$ cat config.mk
export PLATFORM = sky130hd
export DESIGN_NAME = snoop_controller
export DESIGN_NICKNAME = d
export VERILOG_FILES = /design/src/rtl/snoop_controller.sv
export SDC_FILE = /design/constraint.sdc
export NUM_CORES = 1
export LEC_CHECK = 0
export ABC_AREA = 1
export BUFFER_PORTS_ARGS = -buffer_cell sky130_fd_sc_hd__buf_2
export CAP_MARGIN = 20
export CORE_UTILIZATION = 55
export CTS_CLUSTER_DIAMETER = 80
export DETAILED_ROUTE_END_ITERATION = 16
export PLACE_DENSITY = 0.87
export SLEW_MARGIN = 10
export SYNTH_ARGS = -nofsm -noshare
export SYNTH_HDL_FRONTEND = slang
export SYNTH_SLANG_ARGS = --single-unit
$ cat constraint.sdc
create_clock -name clock -period 4 [get_ports clock]
set_clock_uncertainty 0.2 [all_clocks]
set_input_delay 0.2 -clock clock [delete_from_list [all_inputs] [get_ports clock]]
set_output_delay 0.2 -clock clock [all_outputs]
set_load 0.02 [all_outputs]
$ cat src/rtl/snoop_controller.sv
// Snoopy MSI coherence controller: three processors with one-line caches
// sharing a four-word memory. One request is serviced at a time through a
// fixed sequence of bus phases; outputs describe the last completed request.
module snoop_controller (
  input  logic       clock,
  input  logic       reset,
  input  logic       valid,
  input  logic [9:0] entrada,
  output logic       ready,
  output logic       inst,
  output logic [1:0] processador,
  output logic [2:0] signal,
  output logic [2:0] signal2,
  output logic [2:0] stateOri,
  output logic [2:0] stateDest,
  output logic [8:0] cacheP1,
  output logic [8:0] cacheP2,
  output logic [8:0] cacheP3,
  output logic [3:0] memoria,
  output logic [3:0] data,
  output logic       achei
);

  localparam logic [2:0] ST_I = 3'b000, ST_S = 3'b001, ST_M = 3'b010;
  localparam logic [2:0] MSG_NONE = 3'b000, MSG_RMISS = 3'b001,
                         MSG_WMISS = 3'b010, MSG_INVAL = 3'b011;
  localparam logic [2:0] RSP_NONE = 3'b000, RSP_WB = 3'b001,
                         RSP_SHARED = 3'b010, RSP_ACK = 3'b011;

  typedef enum logic [2:0] {IDLE, LOOKUP, BUS, SNOOP, WB, UPDATE, DONE} fsm_t;
  fsm_t state, next;

  // Latched request
  logic [1:0] req_id, req_tag;
  logic       req_wr;
  logic [3:0] req_wdata;

  // Cache lines indexed by processor id, and main memory
  logic [2:0] cst  [1:3];
  logic [1:0] ctag [1:3];
  logic [3:0] cdat [1:3];
  logic [3:0] mem  [0:3];

  // Per-transaction bookkeeping
  logic       achei_r, victim_pend, remote_pend;
  logic [2:0] ori_r, sig_r, sig2_r;

  // Bit 6 of the request word carries nothing
  logic unused_bit;
  assign unused_bit = entrada[6];

  // Lookup and snoop decode against the latched request
  logic [2:0] own_st;
  logic       hit, any_m, any_s, victim_need;
  logic [1:0] m_idx;

  // Requester hit test and search of the remote caches for the request tag
  always_comb begin
    own_st      = cst[req_id];
    hit         = (own_st != ST_I) && (ctag[req_id] == req_tag);
    any_m       = 1'b0;
    any_s       = 1'b0;
    m_idx       = 2'd1;
    for (int j = 1; j <= 3; j++) begin
      if (2'(j) != req_id && ctag[j] == req_tag) begin
        if (cst[j] == ST_M) begin
          any_m = 1'b1;
          m_idx = 2'(j);
        end
        if (cst[j] == ST_S) any_s = 1'b1;
      end
    end
    victim_need = !hit && (own_st == ST_M);
  end

  assign ready   = (state == IDLE);
  assign inst    = (state == DONE);
  assign cacheP1 = {cst[1], ctag[1], cdat[1]};
  assign cacheP2 = {cst[2], ctag[2], cdat[2]};
  assign cacheP3 = {cst[3], ctag[3], cdat[3]};

  // State register
  always_ff @(posedge clock or posedge reset) begin
    if (reset) state <= IDLE;
    else       state <= next;
  end

  // Next-state logic
  always_comb begin
    next = state;
    case (state)
      IDLE:    if (valid && entrada[9:8] != 2'd0) next = LOOKUP;
      LOOKUP:  next = (hit && (!req_wr || own_st == ST_M)) ? UPDATE : BUS;
      BUS:     next = SNOOP;
      SNOOP:   next = (victim_need || any_m) ? WB : UPDATE;
      WB:      next = (victim_pend && remote_pend) ? WB : UPDATE;
      UPDATE:  next = DONE;
      DONE:    next = IDLE;
      default: next = IDLE;
    endcase
  end

  // Request capture, coherence actions on caches/memory, and result registers
  always_ff @(posedge clock or posedge reset) begin
    if (reset) begin
      req_id <= '0; req_tag <= '0; req_wr <= 1'b0; req_wdata <= '0;
      for (int j = 1; j <= 3; j++) begin
        cst[j] <= ST_I; ctag[j] <= '0; cdat[j] <= '0;
      end
      for (int i = 0; i < 4; i++) mem[i] <= 4'(i + 1);
      achei_r <= 1'b0; victim_pend <= 1'b0; remote_pend <= 1'b0;
      ori_r <= '0; sig_r <= '0; sig2_r <= '0;
      processador <= '0; signal <= '0; signal2 <= '0; stateOri <= '0;
      stateDest <= '0; memoria <= '0; data <= '0; achei <= 1'b0;
    end else begin
      case (state)
        IDLE: if (valid) begin
          req_id    <= entrada[9:8];
          req_wr    <= entrada[7];
          req_tag   <= entrada[5:4];
          req_wdata <= entrada[3:0];
        end
        LOOKUP: begin
          achei_r <= hit;
          ori_r   <= own_st;
          sig2_r  <= RSP_NONE;
          if (hit && (!req_wr || own_st == ST_M)) sig_r <= MSG_NONE;
          else if (hit)                           sig_r <= MSG_INVAL;
          else                                    sig_r <= req_wr ? MSG_WMISS : MSG_RMISS;
        end
        SNOOP: begin
          victim_pend <= victim_need;
          remote_pend <= any_m;
          if (sig_r == MSG_RMISS)
            sig2_r <= any_m ? RSP_WB : (any_s ? RSP_SHARED : RSP_NONE);
          else if (sig_r == MSG_INVAL)
            sig2_r <= any_s ? RSP_ACK : RSP_NONE;
          else
            sig2_r <= any_m ? RSP_WB : RSP_NONE;
        end
        WB: begin
          // Evicted local dirty line goes out first, then the remote owner
          if (victim_pend) begin
            mem[ctag[req_id]] <= cdat[req_id];
            victim_pend       <= 1'b0;
          end else if (remote_pend) begin
            mem[req_tag] <= cdat[m_idx];
            remote_pend  <= 1'b0;
          end
        end
        UPDATE: begin
          // Remote copies of the tag: reads demote to S, writes invalidate
          if (sig_r != MSG_NONE) begin
            for (int j = 1; j <= 3; j++)
              if (2'(j) != req_id && ctag[j] == req_tag && cst[j] != ST_I)
                cst[j] <= req_wr ? ST_I : ST_S;
          end
          processador <= req_id;
          signal      <= sig_r;
          signal2     <= sig2_r;
          stateOri    <= ori_r;
          achei       <= achei_r;
          memoria     <= mem[req_tag];
          if (req_wr) begin
            cst[req_id]  <= ST_M;
            ctag[req_id] <= req_tag;
            cdat[req_id] <= req_wdata;
            stateDest    <= ST_M;
            data         <= req_wdata;
          end else if (achei_r) begin
            stateDest <= own_st;
            data      <= cdat[req_id];
          end else begin
            cst[req_id]  <= ST_S;
            ctag[req_id] <= req_tag;
            cdat[req_id] <= mem[req_tag];
            stateDest    <= ST_S;
            data         <= mem[req_tag];
          end
        end
        default: ;
      endcase
    end
  end

endmodule

==> qor.txt, run 1 <==
Status: completed
Hold Path Class: in -> async
Maximum clock rate: 385.8 MHz
Die span in x: 94.48 µm
Final-layout fill cell count: 706
DP Worst Slack: 1486 ps
Fin crit share: 64.79%
Period minus WS final: 2592 ps
DRC violations left: 0
CTS sink cnt: 86
Final WL: 12.82 mm
Most frequent cells in the layout: nand2_1, nor2_1, dfrtp_1, buf_2, inv_1
Area share of fa/ha/maj cells after synthesis: 0%
Sequential Area: 0.002158 mm²
Kind of critical path: reg -> reg
Via count: 4469
TritonCTS buffer count: 9
Global route overflow: 0
Worst-Skew Late Latency: 370 ps
First-pass GRT wire length: 20.58 mm
Synth cell types: 39
Synth Area per Inst: 7.748 µm²
Clk slew on worst S/H paths: 100 ps
Post-Synth XOR/XNOR Area: 0.5587%
Post-DP HPWL: 9.149 mm
Simple-Gate Fraction of Synth Area: 31.82%
DIE AREA: 0.008926 mm²
Post-CTS Setup Inserts: 0
Wire length per cell: 16.29 µm
Crit path capture type: flop
Finish-stage setup viols: 0
Multiplexer area fraction after synthesis: 0.2394%
IO Pins: 65
ANT cells: 0
Setup slack after layout: 1408 ps
H-tree depth: 3
Peak VDD IR: 0.4356 mV
Layout cells sized above 1: 19.79%
Crit Path Max Fanout: 17
Synth Area in Compound Gates: 13.62%
Hold Slack: 76.74 ps
Clk buf depth: 2
Largest family of logic cells by synthesized area: simple AND/OR/NAND/NOR gates
Synth Flop Type: dfrtp_1
Power Density: 826.0 mW/mm²
Max-slew headroom: 27.13%
Initial antenna violation count: 0
# hold bufs at CTS: 11
CORE AREA: 0.008258 mm²
Final Net Count: 690
Largest net degree at the start of global routing: 58
Crit-path cells: inv_2, nand2_4, inv_2, nor2_2, nand3_1, nor2_1, nand2_1, nand4_1, a21oi_1
Area of the mapped netlist: 0.004703 mm²
Via density: 5.679
GR Util All Layers: 30.33%
Syn Inst Count: 607
CP Data Required Time: 4050 ps
Post-route cell area: 0.005386 mm²
Unrepaired setup endpoints after global routing: no
Max-slew violations: 0
Final ANT Viol Nets: 0
Port Buf Inserts: 61
Worst slew pin tran: 1082 ps
Die H: 94.48 µm
Synth warn: 0
Initial core utilization: 56.95%
Critical path's largest stage delay: 830 ps
CP Launch Type: flop
Dpl cell area: 0.005061 mm²
EDFF count, synth: 0
Most common cell after layout, fill and taps aside: nand2_1
Arrival time at the worst endpoint: 2650 ps
Multi-input logic area: 0.002182 mm²
Number of synthesized register bits: 86
Slowest CP cell: dfrtp_1
Root Buffer: clkbuf_8
Sum Neg Setup Slack: 0 ps
Syn-to-layout area delta: 14.53%
Fraction of registers with async set/reset: 100.0%
Sequential fraction of the synthesis area: 45.89%
Rows: 33
Worst path most repeated cell: inv_2
PostCTS Resize Cnt: 0
Hold Vio Cnt, Final: 0
DRT Pass-1 Iters: 5
Leak: 0.002760 µW
Max Cap Violations: 0
CTS tree: done
Initial DRC count: 349
Routability cong.: 0.9516
Vias in the first global route: 4159
[through the flow]
stage | util (%) | instances | power [µW]
after global routing | 65.23 | 787 | 4767
after global placement | 61.29 | 759 | 3718
after floorplan | - | 608 | 3146
after detailed placement | 61.29 | 759 | 3787
after CTS | 64.89 | 786 | 4402
final | 65.23 | 787 | 4449
[critical path: cells and delay by family, from the launching register on]
family | cells | cell delay [ps]
and+or+nand+nor | 6 | 1030
DFF | 1 | 830
AOI/OAI and AO/OA | 1 | 80
buffers and inverters | 2 | 320
[routing by layer]
metal | GRT usage (%) | up-vias | wire length [µm]
met2 | 46.20 | 235 | 5772
met5 | 0 | - | 0
met1 | 43.36 | 2095 | 5599
li1 | - | 2109 | -
met4 | 9.722 | 0 | 251
met3 | 6.280 | 30 | 1194
[cells by family (layout without fill, tap and decap cells)]
kind of cell,Yosys count,in the layout
multiplexers,1,1
buffers and inverters,87,161
XOR/XNOR,3,3
AND/OR/NAND/NOR,320,320
other,1,2
flip-flops,86,86
AO/OA/AOI/OAI,109,109
[flip-flops by register name (all words and copies together) (netlist names), 3 cells and up]
signal,count
memoria,4
ori_r,3
cacheP2,9
req_wdata,4
stateOri,3
state,3
cacheP3,9
cacheP1,9
stateDest,3
data,4
mem,16
[cell usage after synthesis, drive strengths merged (2+ instances only)]
cell type | count | area share (%)
inv | 68 | 5.4
nand2 | 154 | 13
dfstp | 5 | 2.8
dfrtp | 81 | 43
o211ai | 2 | 0.32
xnor2 | 3 | 0.56
a21oi | 44 | 5.5
nor2 | 101 | 9.0
a2bb2oi | 5 | 0.93
o21ai | 45 | 4.8
o31ai | 3 | 0.48
nor3 | 7 | 0.74
clkbuf | 5 | 0.40
buf | 13 | 1.9
nand4 | 20 | 2.7
nand3 | 36 | 5.4
a22oi | 5 | 0.80
[cell type report]
| type | instances | share of cell area, % |
|---|---|---|
| clock buffer | 9 | 2.300 |
| multi-input combinational | 435 | 40.51 |
| sequential | 86 | 40.07 |
| tap | 105 | 2.439 |
| timing repair buffer | 76 | 8.641 |
| inverter | 69 | 4.855 |
| clock inverter | 7 | 1.185 |
[worst paths after layout]
kind | start | endpoint | slack [ps] | depth (start not counted)
worst min-delay path | reset | memoria[1] | 80 | 3
min in group clock | memoria[0] | memoria[0] | 280 | 2
worst max register to register | req_id[0] | mem[0] | 1410 | 9
worst min register to register | memoria[0] | memoria[0] | 280 | 2
worst max-delay path | req_id[0] | mem[0] | 1410 | 9
max in group asynchronous | reset | signal2[0] | 2890 | 4
[report_power, final]
part / total [µW] / internal [µW] / switching [µW]
Combinational: 2260 / 696 / 1570
Sequential: 1590 / 1220 / 366
Clock: 600 / 241 / 359
Total: 4450 / 2160 / 2290
No activity file was read; power rests on OpenSTA's default activity.
==> run 2, diff against run 1 <==
==> constraint.sdc (replaced) <==
create_clock -name clock -period 2.5 [get_ports clock]
set_clock_uncertainty 0.2 [all_clocks]
set_input_delay 0.125 -clock clock [delete_from_list [all_inputs] [get_ports clock]]
set_output_delay 0.125 -clock clock [all_outputs]
set_load 0.02 [all_outputs]
==> run 2 against run 1 <==
Against the previous run: critical path depth stayed put; sequential power is 57% higher; combinational power is 66% higher; setup slack worse by 1200 ps; fmax is 13% higher; via count is 0.27% higher; clock power is 55% higher; largest power group unchanged; global-route usage is 0.70 points higher; routed wire length is 0.62% higher.
==> qor.txt, run 2 (synthesis gave the netlist of run 1 again) <==
Dpl cell area: 0.005144 mm²
CP Data Required Time: 2550 ps
Arrival time at the worst endpoint: 2340 ps
Crit path capture type: flop
Initial core utilization: 56.95%
Critical path's largest stage delay: 600 ps
IO Pins: 65
Maximum clock rate: 437.9 MHz
DRT Pass-1 Iters: 5
Peak VDD IR: 0.7728 mV
DIE AREA: 0.008926 mm²
Clk buf depth: 2
Initial antenna violation count: 0
GR Util All Layers: 31.04%
Finish-stage setup viols: 0
Worst-Skew Late Latency: 370 ps
Max-slew violations: 0
Worst r2r path cells: 9
DRC violations left: 0
Global route overflow: 0
Sum Neg Setup Slack: 0 ps
First-pass GRT wire length: 20.88 mm
Setup slack after layout: 216.1 ps
Leak: 0.002791 µW
Dpl cells: 768
Largest net degree at the start of global routing: 57
Crit-path cells: inv_2, nand2_4, inv_2, nor2_2, nand3_1, nor2_1, nand2_1, nand4_1, a21oi_1
Finished Layout Cells: 795
Hold Path Class: in -> async
Largest register FFs: 16
Most common cell after layout, fill and taps aside: nand2_1
TritonCTS buffer count: 9
DP Worst Slack: 316.7 ps
Final ANT Viol Nets: 0
H-tree depth: 3
Syn-to-layout area delta: 15.54%
CTS tree: done
Most frequent cells in the layout: nand2_1, nor2_1, dfrtp_1, buf_2, inv_1
Max Cap Violations: 0
Final WL: 12.90 mm
Final-layout fill cell count: 699
Biggest register: mem
Crit Path Max Fanout: 9
Worst slew pin tran: 693.9 ps
Initial DRC count: 328
Post-route cell area: 0.005434 mm²
Status: completed
Wire length per cell: 16.22 µm
Post-DP HPWL: 9.280 mm
Unrepaired setup endpoints after global routing: no
Clk slew on worst S/H paths: 100 ps
CTS sink cnt: 86
Hold Vio Cnt, Final: 0
Slowest CP cell: dfrtp_1
Rows: 33
Max-slew headroom: 53.64%
Fin crit share: 91.36%
Power Density: 1324 mW/mm²
Die H: 94.48 µm
Post-CTS Setup Inserts: 0
CORE AREA: 0.008258 mm²
Routability cong.: 0.9529
Period minus WS final: 2284 ps
Layout cells sized above 1: 20.72%
ANT cells: 0
Via density: 5.636
Root Buffer: clkbuf_8
Vias in the first global route: 4184
Final Net Count: 698
Port Buf Inserts: 61
CP Launch Type: flop
Die span in x: 94.48 µm
Via count: 4481
Kind of critical path: reg -> reg
Worst path most repeated cell: inv_2
Tot Pwr: 7195 µW
## run 2: layer usage
metal	part of all wire (%)	up-vias	GRT usage (%)
li1	-	2131	-
met1	45	2100	43.96
met2	46	222	48.67
met3	7.9	28	5.475
met4	1.9	0	9.470
met5	0	-	0
## run 2: worst max-delay path: cells and delay by family (launching register included)
family	cells	cell delay (ps)
DFF	1	600
and+or+nand+nor	6	1040
AOI/OAI and AO/OA	1	80
buffers and inverters	2	250
## run 2: layout make-up
class / instances / area [µm²] / share of cell area, %
multi-input cells: 435 / 2182 / 40.16
flip-flops and latches: 86 / 2158 / 39.72
repair buffers: 84 / 518.0 / 9.533
inverters: 69 / 264.0 / 4.858
well taps: 105 / 131.4 / 2.418
clock buffers: 9 / 123.9 / 2.280
clock inverters: 7 / 56.30 / 1.036
## run 2: path summary, 6_finish.rpt
check,from,end,slack (ps)
worst min-delay path,reset,sig2_r[1],190
worst max-delay path,req_id[0],mem[0],220
max in group asynchronous,reset,mem[5],1130
min in group clock,stateOri[0],stateOri[0],280
worst max register to register,req_id[0],mem[0],220
worst min register to register,stateOri[0],stateOri[0],280
## run 2: where the power goes
part	switching (µW)	internal, µW	leakage [µW]
clock network	555	373	0.0000906
registers	551	1950	0.00107
logic	2560	1210	0.00163
total	3660	3530	0.00279
## run 2: metrics by stage
step | hold WS [ps] | utilization [%]
6_report | 194.9 | 65.80
5_1_grt | 254.6 | 65.80
4_1_cts | 218.4 | 65.80
3_5_place_dp | 69.05 | 62.29
3_3_place_gp | 63.47 | 62.29
2_1_floorplan | 75.58 | -
## run 2: repair_timing
action                                 in CTS  in global routing
gates resized for setup                     0                  0
hold buffers                               11                  0
endpoints found under the hold margin      40                  0
==> run 3, diff against run 2 <==
==> constraint.sdc (replaced) <==
create_clock -name clock -period 2.5 [get_ports clock]
set_clock_uncertainty 0.2 [all_clocks]
set_input_delay 0 -clock clock [delete_from_list [all_inputs] [get_ports clock]]
set_output_delay 0 -clock clock [all_outputs]
set_load 0.02 [all_outputs]
==> run 3 against run 2 <==
Against the previous run: hold slack better by 23 ps; utilization grew 0.36 points; first-iteration DRC count fell by 6.4%; non-clock buffer count increased by 3; die area stayed put; count of clock-buffer cells in the layout increased by 2; critical path type unchanged; power increased by 1.1%; design area rose by 0.55%; fmax increased by 2.4%; via count grew 1.2%.
==> qor.txt, run 3 (synthesis gave the netlist of run 1 again) <==
Status: completed
Busiest layer in global routing: met2
Period minus WS final: 2231 ps
Root Buffer: clkbuf_8
Biggest register: mem
CTS tree: done
Port Buf Inserts: 61
Met3 usage: 4.750%
Arrival time at the worst endpoint: 2310 ps
CORE AREA: 0.008258 mm²
Largest register FFs: 16
CTS sink cnt: 86
Global route overflow: 0
Hold Path Class: in -> reg
R2R Path End: cacheP3[0]
Met1 Usage GRT: 43.81%
Sw Share: 49.85%
Final ANT Viol Nets: 0
Via count: 4533
Initial DRC count: 307
Layout cells sized above 1: 20.78%
Clk buf depth: 2
First-pass GRT wire length: 21.22 mm
Unrepaired setup endpoints after global routing: no
Die span in x: 94.48 µm
Hold Vio Cnt, Final: 0
GR Util All Layers: 31.25%
Hold Path Sink: req_wdata[3]
Sequential power share: 34.5%
IO Pins: 65
Die H: 94.48 µm
Most common cell after layout, fill and taps aside: nand2_1
TritonCTS buffer count: 9
Rows: 33
PostCTS Resize Cnt: 0
CP Launch Type: flop
Most frequent cells in the layout: nand2_1, nor2_1, dfrtp_1, buf_2, inv_1
WHS Path Cells: 3
Routability cong.: 1.033
Maximum clock rate: 448.2 MHz
Max-slew headroom: 53.47%
Worst r2r path cells: 8
Initial antenna violation count: 0
Sum Neg Setup Slack: 0 ps
Final WL: 12.89 mm
Met2 GRT Util: 49.28%
# hold bufs at CTS: 12
Peak VDD IR: 0.7109 mV
Setup slack after layout: 269.0 ps
Power Density: 1331 mW/mm²
Comb power frac: 51.7%
Wire length per cell: 16.15 µm
ANT cells: 0
Hold Startpoint: entrada[3]
Max Cap Violations: 0
Final Net Count: 701
Crit Path Max Fanout: 10
Vias in the first global route: 4344
Clock power frac: 13.8%
Switching Power: 3626 µW
Post-CTS Setup Inserts: 0
Sequential Area: 0.002158 mm²
DRT Pass-1 Iters: 5
Finish-stage setup viols: 0
Worst r2r src: req_tag[0]
Worst slew pin tran: 690.7 ps
DIE AREA: 0.008926 mm²
Largest net degree at the start of global routing: 32
DRC violations left: 0
Fin crit share: 89.24%
Multi-input logic area: 0.002182 mm²
Worst-Skew Late Latency: 370 ps
Max-slew violations: 0
H-tree depth: 3
CP Data Required Time: 2580 ps
Leak: 0.002808 µW
Post-DP HPWL: 9.672 mm
Initial core utilization: 56.95%
Crit path capture type: flop
Kind of critical path: reg -> reg
Final-layout fill cell count: 748
DP Worst Slack: 376.0 ps
Via density: 5.680
Int Pwr: 3647 µW
Flop2flop setup slack: 270 ps
Syn-to-layout area delta: 16.17%
Clk slew on worst S/H paths: 80 ps
run 3: layout make-up:
type / instances / share of cell area [%]
tap: 105 / 2.404
sequential: 86 / 39.50
timing repair buffer: 87 / 9.709
multi-input combinational: 435 / 39.94
inverter: 69 / 4.786
clock buffer: 11 / 2.588
clock inverter: 5 / 1.076
run 3: layer usage:
metal | part of all wire (%) | vias up
met5 | 0 | -
met4 | 2.0 | 0
met3 | 7.2 | 23
met2 | 46 | 202
met1 | 45 | 2179
li1 | - | 2129
run 3: worst max-delay path, cell delays in order (launching register included):
cell	delay (ps)
dfrtp_1	570
inv_1	220
nor2_1	330
a22oi_1	150
nand3_1	130
nand2_1	70
o21ai_0	280
nand2_1	90
o21ai_0	110
run 3: worst max-delay path by stage:
stage                    start    endpoint  cells after the start
global route        req_tag[0]  cacheP1[1]                      8
CTS                 req_tag[0]  cacheP3[0]                      8
detailed placement  req_tag[0]  cacheP3[0]                      8
finish              req_tag[0]  cacheP3[0]                      8
global placement    req_tag[1]      mem[3]                      9
floorplan                reset       achei                      1
run 3: power by group through the flow:
| stage | Combinational, µW | Sequential [µW] | Clock, µW |
|---|---|---|---|
| final | 3760 | 2510 | 1000 |
| after global placement | 3580 | 2480 | 0 |
| after floorplan | 2350 | 2680 | 0 |
| after CTS | 3710 | 2490 | 1020 |
| after global routing | 4130 | 2580 | 1080 |
| after detailed placement | 3680 | 2510 | 0 |
run 3: through the flow:
stage          total power, µW  instances  hold slack, ps  area [µm²]  utilization, %
3_3_place_gp              6058        770          -175.4        5144           62.29
4_1_cts                   7229        798           202.5        5464           66.17
5_1_grt                   7786        798           235.1        5464           66.17
2_1_floorplan             5034        608          -49.42        4707               -
6_report                  7273        798           218.4        5464           66.17
3_5_place_dp              6188        770          -170.2        5144           62.29
